--- config.mk ---
export PLATFORM = sky130hd
export DESIGN_NAME = uart_tx_arbiter
export DESIGN_NICKNAME = d
export VERILOG_FILES = /design/src/rtl/uart_arb_pkg.sv /design/src/rtl/uart_tx_arbiter_rr_pick.sv /design/src/rtl/uart_tx_arbiter.sv
export SDC_FILE = /design/constraint.sdc
export NUM_CORES = 1
export LEC_CHECK = 0
export ABC_AREA = 1
export CAP_MARGIN = 10
export CELL_PAD_IN_SITES_DETAIL_PLACEMENT = 1
export CELL_PAD_IN_SITES_GLOBAL_PLACEMENT = 1
export CORE_MARGIN = 1.5
export CORE_UTILIZATION = 28
export CTS_BUF_LIST = sky130_fd_sc_hd__clkbuf_4 sky130_fd_sc_hd__clkbuf_8 sky130_fd_sc_hd__clkbuf_16
export DETAILED_ROUTE_END_ITERATION = 10
export HOLD_SLACK_MARGIN = 0.1
export PLACE_DENSITY_LB_ADDON = 0.1
export SYNTH_ARGS = -nofsm -noshare
export SYNTH_HDL_FRONTEND = slang
export SYNTH_SLANG_ARGS = --single-unit
--- constraint.sdc ---
create_clock -name clk -period 1.11 [get_ports clk]
set_input_delay 0.222 -clock clk [delete_from_list [all_inputs] [get_ports clk]]
set_output_delay 0.222 -clock clk [all_outputs]
set_load 0.05 [all_outputs]
--- src/rtl/uart_arb_pkg.sv ---
// Shared definitions for the UART transmit arbiter: FSM state encoding,
// the ASCII space terminator and the default requester count.
package uart_arb_pkg;

  typedef enum logic [1:0] {
    IDLE = 2'd0,
    LOCK = 2'd1,
    XFER = 2'd2
  } arb_state_e;

  localparam logic [7:0] SP       = 8'h20;
  localparam int         NREQ_DEF = 2;

endpackage

--- src/rtl/uart_tx_arbiter_rr_pick.sv ---
// Combinational round-robin picker: returns the first requester at or after
// the pointer in cyclic order, plus a flag saying any requester was found.
module rr_pick #(
  parameter int NREQ = 2,
  parameter int IW   = 1
) (
  input  logic [NREQ-1:0] i_req,
  input  logic [IW-1:0]   i_ptr,
  output logic [IW-1:0]   o_grant,
  output logic            o_valid
);

  // Rotating a doubled copy puts the pointer's requester at bit 0.
  logic [NREQ-1:0] w_rot;
  assign w_rot = NREQ'({i_req, i_req} >> i_ptr);

  function automatic logic [IW-1:0] wrap_add(input logic [IW-1:0] p, input int unsigned k);
    logic [IW:0] s;
    s = {1'b0, p} + (IW+1)'(k);
    if (s >= (IW+1)'(NREQ)) s = s - (IW+1)'(NREQ);
    return s[IW-1:0];
  endfunction

  // Scan from the far end so the nearest requester overrides.
  always_comb begin
    o_grant = '0;
    o_valid = 1'b0;
    for (int i = NREQ - 1; i >= 0; i--) begin
      if (w_rot[i]) begin
        o_valid = 1'b1;
        o_grant = wrap_add(i_ptr, i);
      end
    end
  end

endmodule

--- src/rtl/uart_tx_arbiter.sv ---
// Message-granular arbiter for the UART write port; optional stall timeout
// is enabled by defining UART_ARB_TIMEOUT_EN.
module uart_tx_arbiter
  import uart_arb_pkg::*;
#(
  parameter int NREQ    = NREQ_DEF,
  parameter int TIMEOUT = 1024
) (
  input  logic              clk,
  input  logic              reset,
  input  logic [NREQ-1:0]   req,
  input  logic [8*NREQ-1:0] data,
  input  logic [NREQ-1:0]   last,
  input  logic              tx_full,
  output logic [NREQ-1:0]   ack,
  output logic              wr_uart,
  output logic [7:0]        w_data,
  output logic              busy,
  output logic [2:0]        owner,
  output arb_state_e        dbg_state
);

  localparam int IW = (NREQ > 1) ? $clog2(NREQ) : 1;

  arb_state_e    r_state, w_state_nxt;
  logic [IW-1:0] r_owner, r_ptr, w_grant, w_owner_inc;
  logic          w_valid, w_capture, w_own_req, w_stall_hit;
  logic [7:0]    r_byte;
  logic          r_last;
  logic [7:0]    w_bytes [NREQ];

  for (genvar k = 0; k < NREQ; k++) begin : g_bytes
    assign w_bytes[k] = data[8*k +: 8];
  end

  rr_pick #(.NREQ(NREQ), .IW(IW)) u_pick (
    .i_req   (req),
    .i_ptr   (r_ptr),
    .o_grant (w_grant),
    .o_valid (w_valid)
  );

  assign w_own_req   = req[r_owner];
  assign w_owner_inc = (r_owner == IW'(NREQ - 1)) ? '0 : r_owner + 1'b1;

`ifdef UART_ARB_TIMEOUT_EN
  localparam int SW = $clog2(TIMEOUT + 1);
  logic [SW-1:0] r_stall;

  // Only an absent owner request counts; tx_full stalls leave the count alone.
  assign w_stall_hit = (r_state == LOCK) && !w_own_req && (r_stall == SW'(TIMEOUT - 1));

  always_ff @(posedge clk or negedge reset) begin
    if (!reset) begin
      r_stall <= '0;
    end else if (r_state != LOCK || w_capture) begin
      r_stall <= '0;
    end else if (!w_own_req) begin
      r_stall <= r_stall + 1'b1;
    end
  end
`else
  logic w_unused_timeout;
  assign w_stall_hit      = 1'b0;
  assign w_unused_timeout = ^TIMEOUT;
`endif

  always_ff @(posedge clk or negedge reset) begin
    if (!reset) r_state <= IDLE;
    else        r_state <= w_state_nxt;
  end

  always_comb begin
    w_state_nxt = r_state;
    w_capture   = 1'b0;
    case (r_state)
      IDLE: if (w_valid) w_state_nxt = LOCK;
      LOCK: begin
        if (w_own_req && !tx_full) begin
          w_capture   = 1'b1;
          w_state_nxt = XFER;
        end else if (w_stall_hit) begin
          w_state_nxt = IDLE;
        end
      end
      XFER:    w_state_nxt = r_last ? IDLE : LOCK;
      default: w_state_nxt = IDLE;
    endcase
  end

  always_ff @(posedge clk or negedge reset) begin
    if (!reset) begin
      r_owner <= '0;
      r_ptr   <= '0;
      r_byte  <= 8'h00;
      r_last  <= 1'b0;
    end else begin
      if (r_state == IDLE && w_valid) r_owner <= w_grant;
      if (w_capture) begin
        r_byte <= w_bytes[r_owner];
        r_last <= last[r_owner];
      end
      if ((r_state == XFER && r_last) || w_stall_hit) r_ptr <= w_owner_inc;
    end
  end

  // Outputs decode the state register so an async reset clears them at once.
  assign wr_uart   = (r_state == XFER);
  assign ack       = wr_uart ? (NREQ'(1) << r_owner) : '0;
  assign w_data    = wr_uart ? r_byte : 8'h00;
  assign busy      = (r_state != IDLE);
  assign owner     = busy ? 3'(r_owner) : 3'd0;
  assign dbg_state = r_state;

endmodule

==> flow_metrics.py <==
metrics = {
    "placement": {
        "dp.cells": 207,
        "pre_cts_ws_ns": -0.2518,
        "io_buffers": 37,
        "dpl.hpwl_um": 2045,
        "place_congestion": 0.7012,
    },
    "setup_path": {
        "crit_type": "reg2out",
        "crit_path_end_kind": "primary output",
        "cp.required_ns": 0.89,
        "cp-start-kind": "flop",
        "r2r-start": "dbg_state[1]",
        "crit_arrival_ns": 1.25,
        "critPathMaxFanout": 4,
        "crit_start": "dbg_state[1]",
    },
    "synth": {
        "netlist_area_sq_um": 885.9,
        "yosysWarnings": 0,
        "synth_cell_types": 22,
        "synth_seq_cells": 13,
        "synth-seq-area-share_pct": 36.72,
        "synth_area_per_cell_sq_um": 7.261,
        "syn_inst": 122,
    },
    "finish": {
        "syn_to_final_growth_pct": 97.88,
        "antenna_cells": 0,
        "drive_above_1_share_pct": 46.29,
        "final_common_cell": "nand2_1",
        "layoutNonFillerInstCount": 219,
        "nets": 199,
        "final_cell_mix": "nand2_1 (35), clkdlybuf4s50_1 (22), nand2_2 (18), buf_12 (16), nor2_4 (13)",
        "finish.utilization_pct": 57.89,
        "fillers": 363,
    },
    "floorplan": {
        "start_util_pct": 29.26,
        "die_area_sq_um": 3510,
        "die_h_um": 59.25,
        "core-area_sq_um": 3028,
        "rows": 20,
        "pin_count": 40,
        "fp.dieW_um": 59.25,
    },
    "sta": {
        "rsz0062_at_grt": "yes",
        "maxSlewViolCount": 0,
        "setup-violations-final": 28,
        "fin_crit_sh_pct": 132.5,
        "hold_viol_final": 0,
        "skew_ns": 0.001010,
        "max_freq_ghz": 0.6800,
        "fin_ws_ns": -0.3606,
        "fin_crit_ns": 1.471,
    },
    "global_route": {
        "grt_start_max_net_pins": 14,
        "grt_usage_pct": 17.95,
        "grt_overflow": 0,
        "antenna_found_initial": 0,
        "grt_pass1_vias": 1013,
        "grt_pass1_wl_um": 4698,
    },
    "clock_network": {
        "htreeDepth": 1,
        "cts_sinks": 13,
        "cts_root_buf": "clkbuf_4",
        "cts_tree": "done",
        "clk_pin_slew_ns": 0.07,
        "clock_latency_ns": 0.27,
        "cts_buffer_depth": 2,
        "cts_buffers": 3,
    },
    "pwr": {
        "power_density_nw_per_um2": 2233,
        "ir_drop_mv": 1.405,
        "p_leak_uw": 0.0007986,
    },
    "route": {
        "drt.antenna.violating_nets": 0,
        "dr_total_vias": 977,
        "wirelength_um": 2814,
        "drt_pass1_iterations": 4,
        "detail_route.iter0.violations": 6,
        "routed_via_density": 4.461,
        "route.detailed.wl_per_inst_um": 12.85,
        "drc": 0,
    },
    "outcome": {
        "status": "complete, but fails checks",
        "violations": "negative setup slack",
    },
    "job": {
        "cap_violations": 0,
    },
    "min_path": {
        "hold_class": "in2async",
    },
}
sequential cells by signal (all words and copies together), names as in the netlist:
register / count
r_last: 1
r_owner: 1
dbg_state: 2
r_ptr: 1
r_byte: 8
cell type report:
type	count	area, sq um	share of cell area (%)
inverters	16	71.32	4.069
repair buffers	53	683.2	38.97
flip-flops and latches	13	329.1	18.77
well taps	44	55.05	3.141
clock buffers	4	30.03	1.713
multi-input cells	89	584.3	33.33
power breakdown:
| part | internal (uW) | leakage (uW) | total [uW] | switching (uW) |
|---|---|---|---|---|
| combinational | 1180 | 0.000621 | 2690 | 1500 |
| sequential | 695 | 0.000159 | 921 | 226 |
| clock | 164 | 0.0000184 | 305 | 142 |
final timing paths:
path | end | slack [ns] | cells past startpoint
hold / removal | r_byte[0] | 0.26 | 2
max in group asynchronous | r_owner | 0.68 | 2
hold reg to reg | r_byte[0] | 0.49 | 2
setup reg to reg | r_byte[6] | -0.32 | 6
min in group clk | r_byte[0] | 0.49 | 2
setup / recovery | owner[0] | -0.36 | 5
cells by family after synthesis:
| logic type | share of synthesized area [%] |
|---|---|
| AOI/OAI and AO/OA | 4.097 |
| buffers and inverters | 15.54 |
| other | 0.4233 |
| and+or+nand+nor | 43.22 |
| DFF | 36.72 |
per-layer routing:
metal	part of all wire, %	track usage [%]	wire [um]
met1	40	21.50	1133
met2	55	32.97	1555
met3	3.1	2.620	87
met4	1.3	4.870	36
met5	0	0	0
synth_stat cells:
cell | number | area share, %
a21oi_4 | 1 | 1.8
buf_12 | 1 | 2.3
buf_2 | 1 | 0.56
buf_4 | 3 | 2.5
buf_6 | 2 | 2.5
clkinv_1 | 1 | 0.42
conb_1 | 1 | 0.42
dfrtp_1 | 13 | 37
inv_1 | 12 | 5.1
inv_2 | 2 | 0.85
inv_8 | 1 | 1.3
nand2_1 | 43 | 18
nand2_2 | 11 | 7.8
nand2_4 | 1 | 1.3
nand3_1 | 1 | 0.56
nand3_4 | 1 | 2.0
nand4_1 | 9 | 6.4
nor2_1 | 12 | 5.1
nor2_4 | 1 | 1.3
o21ai_0 | 2 | 1.1
o21ai_1 | 2 | 1.1
or2_0 | 1 | 0.71
critical path: stages (launching register included):
cell and delay [ns]:
dfrtp_2 0.47, buf_6 0.14, nor2_4 0.07, buf_6 0.12
nor2_4 0.04, buf_12 0.14
timing repair:
action                                  in CTS  in global routing
endpoints found under the setup margin      27                 28
pin swaps                                    8                  7
gates cloned                                 3                  0
hold buffers                                 0                  0
buffers inserted                             5                  1
resized for setup                           19                  5
stage by stage:
stage / hold slack [ns] / total power [uW] / instance area (sq um) / setup TNS (ns)
2_1_floorplan: -0.07359 / 2338 / 998.5 / -3.136
3_3_place_gp: 0.4652 / 3053 / 1564 / -2.898
3_5_place_dp: 0.4680 / 3135 / 1564 / -3.831
4_1_cts: 0.2623 / 3889 / 1743 / -8.175
5_1_grt: 0.2553 / 4184 / 1753 / -9.480
6_report: 0.2565 / 3915 / 1753 / -7.665
Power figures use the tool's default switching activity.
